<file path="config.mk">
export PLATFORM = sky130hd
export DESIGN_NAME = rgb_to_lvds_data_4lane
export DESIGN_NICKNAME = d
export VERILOG_FILES = /design/src/rtl/rgb_to_lvds_data_4lane.sv
export SDC_FILE = /design/constraint.sdc
export NUM_CORES = 1
export LEC_CHECK = 0
export CAP_MARGIN = 20
export CELL_PAD_IN_SITES_DETAIL_PLACEMENT = 1
export CELL_PAD_IN_SITES_GLOBAL_PLACEMENT = 2
export CORE_MARGIN = 1
export CORE_UTILIZATION = 32
export CTS_BUF_LIST = sky130_fd_sc_hd__clkbuf_8 sky130_fd_sc_hd__clkbuf_16
export DETAILED_ROUTE_END_ITERATION = 16
export GPL_TIMING_DRIVEN = 0
export PLACE_DENSITY = 0.93
export SLEW_MARGIN = 20
export SYNTH_ARGS = -nofsm -noshare
export SYNTH_HDL_FRONTEND = slang
export SYNTH_SLANG_ARGS = --single-unit
</file>
<file path="constraint.sdc">
create_clock -name clk_i -period 1.6 [get_ports clk_i]
set_input_delay 0.16 -clock clk_i [delete_from_list [all_inputs] [get_ports clk_i]]
set_output_delay 0.16 -clock clk_i [all_outputs]
set_load 0.01 [all_outputs]
</file>
<file path="src/rtl/rgb_to_lvds_data_4lane.sv">
// rgb_to_lvds_data_4lane: packs RGB888 + HS/VS/DE into 4-lane 7-bit LVDS slot words.
// Two-stage pipeline (register pixels, then register the mapped word), no backpressure.
// Ports: clk_i, rstn_i (sync, active low), valid_i, rgb_i[24*PIXEL_NUM], hs_i/vs_i/de_i[PIXEL_NUM],
//        pattern_sel_i (only with RGB_TO_LVDS_PATTERN_EN), valid_o, lvds_data_o[28*PIXEL_NUM].
// Macro RGB_TO_LVDS_PATTERN_EN adds a colour-bar generator driven by a 16-bit H position counter.
module rgb_to_lvds_data_4lane #(
  parameter int    PIXEL_NUM = 4,
  parameter string MODE      = "VESA_RF",
  parameter int    BAR_W     = 64
) (
  input  logic                     clk_i,
  input  logic                     rstn_i,
  input  logic                     valid_i,
  input  logic [24*PIXEL_NUM-1:0]  rgb_i,
  input  logic [PIXEL_NUM-1:0]     hs_i,
  input  logic [PIXEL_NUM-1:0]     vs_i,
  input  logic [PIXEL_NUM-1:0]     de_i,
`ifdef RGB_TO_LVDS_PATTERN_EN
  input  logic                     pattern_sel_i,
`endif
  output logic                     valid_o,
  output logic [28*PIXEL_NUM-1:0]  lvds_data_o
);

  localparam bit JEIDA =
    (MODE == "JEIDA_RF") || (MODE == "JEIDA_LF");
  localparam bit LF =
    (MODE == "VESA_LF") || (MODE == "JEIDA_LF");

  logic [24*PIXEL_NUM-1:0] rgb_mux;
  logic [24*PIXEL_NUM-1:0] rgb_q;
  logic [PIXEL_NUM-1:0]    hs_q;
  logic [PIXEL_NUM-1:0]    vs_q;
  logic [PIXEL_NUM-1:0]    de_q;
  logic                    v1_q;
  logic [28*PIXEL_NUM-1:0] word;

  function automatic logic [6:0] rev7(input logic [6:0] x);
    logic [6:0] r;
    for (int i = 0; i < 7; i++) r[i] = x[6-i];
    return r;
  endfunction

  // Lane vectors are built with slot s at bit s; LF modes
  // send the MSB first, so each lane is mirrored.
  function automatic logic [27:0] pack_pix(
    input logic [23:0] c,
    input logic        hs,
    input logic        vs,
    input logic        de
  );
    logic [7:0] r, g, b;
    logic [6:0] l0, l1, l2, l3;
    r = c[23:16];
    g = c[15:8];
    b = c[7:0];
    if (JEIDA) begin
      l0 = {g[2], r[7:2]};
      l1 = {b[3], b[2], g[7:3]};
      l2 = {de, vs, hs, b[7:4]};
      l3 = {1'b0, b[1], b[0], g[1], g[0], r[1], r[0]};
    end else begin
      l0 = {g[0], r[5:0]};
      l1 = {b[1], b[0], g[5:1]};
      l2 = {de, vs, hs, b[5:2]};
      l3 = {1'b0, b[7], b[6], g[7], g[6], r[7], r[6]};
    end
    if (LF) begin
      l0 = rev7(l0);
      l1 = rev7(l1);
      l2 = rev7(l2);
      l3 = rev7(l3);
    end
    return {l3, l2, l1, l0};
  endfunction

`ifdef RGB_TO_LVDS_PATTERN_EN
  localparam int BW_LOG = $clog2(BAR_W);

  logic [15:0] h_pos;

  function automatic logic [23:0] bar_rgb(input logic [2:0] idx);
    logic [23:0] c;
    case (idx)
      3'd0:    c = 24'hFFFFFF;
      3'd1:    c = 24'hFFFF00;
      3'd2:    c = 24'h00FFFF;
      3'd3:    c = 24'h00FF00;
      3'd4:    c = 24'hFF00FF;
      3'd5:    c = 24'hFF0000;
      3'd6:    c = 24'h0000FF;
      default: c = 24'h000000;
    endcase
    return c;
  endfunction

  // Position advances along an active line and restarts on
  // any beat whose first pixel is outside DE.
  always_ff @(posedge clk_i) begin
    if (!rstn_i) begin
      h_pos <= '0;
    end else if (valid_i) begin
      if (de_i[0]) h_pos <= h_pos + 16'(PIXEL_NUM);
      else         h_pos <= '0;
    end
  end

  always_comb begin
    logic [15:0] pos;
    logic [15:0] sh;
    pos     = '0;
    sh      = '0;
    rgb_mux = rgb_i;
    for (int p = 0; p < PIXEL_NUM; p++) begin
      pos = h_pos + 16'(p);
      sh  = pos >> BW_LOG;
      if (pattern_sel_i)
        rgb_mux[24*p +: 24] = bar_rgb(sh[2:0]);
      if (!de_i[p])
        rgb_mux[24*p +: 24] = '0;
    end
  end
`else
  always_comb begin
    rgb_mux = rgb_i;
    for (int p = 0; p < PIXEL_NUM; p++) begin
      if (!de_i[p])
        rgb_mux[24*p +: 24] = '0;
    end
  end
`endif

  always_comb begin
    word = '0;
    for (int p = 0; p < PIXEL_NUM; p++) begin
      word[28*p +: 28] = pack_pix(
        rgb_q[24*p +: 24], hs_q[p], vs_q[p], de_q[p]);
    end
  end

  always_ff @(posedge clk_i) begin
    if (!rstn_i) begin
      v1_q        <= 1'b0;
      valid_o     <= 1'b0;
      rgb_q       <= '0;
      hs_q        <= '0;
      vs_q        <= '0;
      de_q        <= '0;
      lvds_data_o <= '0;
    end else begin
      v1_q    <= valid_i;
      valid_o <= v1_q;
      if (valid_i) begin
        rgb_q <= rgb_mux;
        hs_q  <= hs_i;
        vs_q  <= vs_i;
        de_q  <= de_i;
      end
      if (v1_q) lvds_data_o <= word;
    end
  end

endmodule

</file>
==> qor.txt <==
Fin worst setup slack -> 29.8 ps
Syn Inst Count -> 824
CP peak stage delay -> 550 ps
Pwr dens -> 1030 nW/um^2
Largest net degree at the start of global routing -> 13
Final Util -> 46.2%
Worst hold slack -> 197 ps
Max-Cap Viols -> 0
Initial antenna violation count -> 0
Startpoint types -> flop
Worst r2r src -> v1_q
Antenna diodes -> 0
WHS Path Cells -> 3
HP Start -> rgb_i[94]
WS Path Type -> reg -> out
Worst EP required -> 1440 ps
Crit-path cells -> clkdlybuf4s50_1
Slew Limit Fails -> 0
DR pass1 iterations -> 4
Hold EP -> rgb_q[94]
Placement Setup Slack -> -534 ps
Max_slew headroom -> 59.2%
Cts repair resizes -> 33
R2R depth -> 5
Num Clock Sinks -> 218
CP endpoint kind -> output pin
Top delay family on crit path -> buffers and inverters
Area added between synthesis and finish -> 41.0%
GRT Total Usage -> 19.0%
P_leak -> 4.92 nW
Worst Path Max Fanout -> 2
ANT nets after route -> 0
# IOs -> 224
DP HPWL -> 17700 um
Reg-to-reg endpoint -> lvds_data_o[106]
CTS Hold Buffers Added -> 0
Core Footprint -> 25300 um^2
Max Freq -> 637 MHz
RePlAce Congestion -> 0.757
Worst Tran Pin Value -> 611 ps
Clock transition at path regs -> 60 ps
Vias per cell -> 4.69
Worst-Skew Late Latency -> 510 ps
Synth Register Bits -> 218
Outcome -> finished clean
RSZ-0062 raised after global routing -> no
Syn_area_per_cell -> 10.1 um^2
First-pass GRT wire length -> 39400 um
Crit path time final -> 1570 ps
Seq/Total Area, Yosys -> 52.6%
Initial Utilization -> 32.7%
Critical Path AT -> 1410 ps
Reg2reg setup slack -> 290 ps
Area of the die -> 26600 um^2
Drt total wl -> 25100 um
Share of cells above drive strength 1 -> 7.43%
CTS tree -> done
Input/output buffers -> 218
Clk buf depth -> 3
Final setup fails -> 0
Grt ovf -> 0
Nets@finish -> 1183
Final Hold Vio Count -> 0
WL per Instance -> 17.7 um
CTS root buf -> clkbuf_16
Buffer and inverter count on the worst path -> 1
Post-Synthesis Cell Area -> 8290 um^2
CTS HTree Levels -> 1
Hold/Removal Path Class -> in -> reg
Highest-delay cell along the critical path -> clkdlybuf4s50_1
DRT iter0 DRCs -> 323
DR vias -> 6655
Vias in the first global route -> 7046
Post-CTS setup buffer count -> 0
Rows -> 58
Number of remaining DRC errors -> 0
Die Y -> 163 um
Yosys warnings -> 0
Worst Clk Skew -> 8.12 ps
Synth unique cells -> 16
DIE WIDTH -> 163 um
Worst IR Drop VDD -> 0.482 mV
Final period util -> 98.1%
Num CTS Buffers -> 25
-- synth_stat cells --
cell,instances,area [um^2]
dfxtp_1,218,4360
mux2i_1,116,1160
nor2b_1,116,726
nand2_1,100,375
nand3b_1,96,721
o21ai_0,95,475
clkbuf_1,29,109
buf_2,21,105
buf_4,17,128
a21boi_0,4,30.0
nand2b_1,4,25.0
buf_6,3,33.8
and2_1,2,12.5
buf_8,1,15.0
conb_1,1,3.75
o21ai_1,1,5.00
-- flip-flops by register name, indices dropped and copies added, names as in the netlist --
name	count
rgb_q	96
de_q	4
lvds_data_o	108
valid_o	1
hs_q	4
v1_q	1
vs_q	4
-- per-layer routing --
layer  up-vias  GRT usage, %  wire length, um
met5         -             0                0
met4         0          4.38              451
met3        37          3.51             1270
met2       155          32.4            11900
met1      3207          24.7            11400
li1       3256             -                -
-- logic make-up (layout without fill, tap and decap cells) --
group                  Yosys count  in the layout  share of synthesized area [%]
AND/OR/NAND/NOR                318            318                           22.4
flip-flops                     218            218                           52.6
other                            1              4                         0.0452
buffers and inverters           71            334                           4.71
AO/OA/AOI/OAI                  100            100                           6.16
multiplexers                   116            116                           14.0
-- area by class of cell --
| class | instances | area (um^2) |
|---|---|---|
| Clock buffer | 29 | 681 |
| Fill cell | 2838 | 13600 |
| Timing Repair Buffer | 218 | 2210 |
| Buffer | 71 | 392 |
| Tap cell | 330 | 413 |
| Multi-Input combinational cell | 538 | 3550 |
| Sequential cell | 218 | 4360 |
| Clock inverter | 16 | 81.3 |
-- worst max-delay path by stage --
stage / from / endpoint / slack [ps] / cells after the start
2_1_floorplan: v1_q / lvds_data_o[101] / 530 / 5
3_3_place_gp: valid_i / de_q[0] / -530 / 5
3_5_place_dp: valid_i / rgb_q[0] / -530 / 5
4_1_cts: lvds_data_o[60] / lvds_data_o[60] / 1 / 1
5_1_grt: lvds_data_o[91] / lvds_data_o[91] / 0.2 / 1
6_report: lvds_data_o[45] / lvds_data_o[45] / 30 / 1
-- cell usage in the layout (no fill, tap or decap) --
cell and count:
dlymetal6s2s_1 28, nor2b_1 116, clkinvlp_4 1, clkbuf_16 25, o21ai_1 1, buf_6 3, clkbuf_2 1, buf_4 17
clkinv_2 6, nand2b_1 4, clkbuf_8 4, clkbuf_1 28, buf_2 21, inv_6 2, nand3b_1 96, and2_1 2
dfxtp_1 218, o21ai_0 95, dlygate4sd2_1 32, buf_8 1, inv_1 7, conb_1 4, mux2i_1 116, a21boi_0 4
clkdlybuf4s50_1 158, nand2_1 100
-- where the power goes --
part | leakage (nW) | switching (mW) | internal [mW]
registers | 1.77 | 0.0840 | 5.59
clock network | 0.407 | 2.24 | 3.03
logic | 2.74 | 0.521 | 0.589
total | 4.92 | 2.84 | 9.20
-- through the flow --
| stage | setup TNS (ps) | std cells | cell area, um^2 | power (mW) |
|---|---|---|---|---|
| after floorplan | 0 | 827 | 8300 | 6.33 |
| after global placement | -42180 | 1375 | 10900 | 6.91 |
| after detailed placement | -42670 | 1375 | 10900 | 6.93 |
| after CTS | 0 | 1420 | 11600 | 12.2 |
| after global routing | 0 | 1420 | 11700 | 12.5 |
| final | 0 | 1420 | 11700 | 12.0 |
-- worst reg2reg max path: cells and delay by family, from the launching register on --
family                 cells  cell delay [ps]
buffers and inverters      3              630
muxes                      1              210
and+or+nand+nor            1               60
DFF                        1              310
Note: power is estimated with default switching activity, not from simulation.
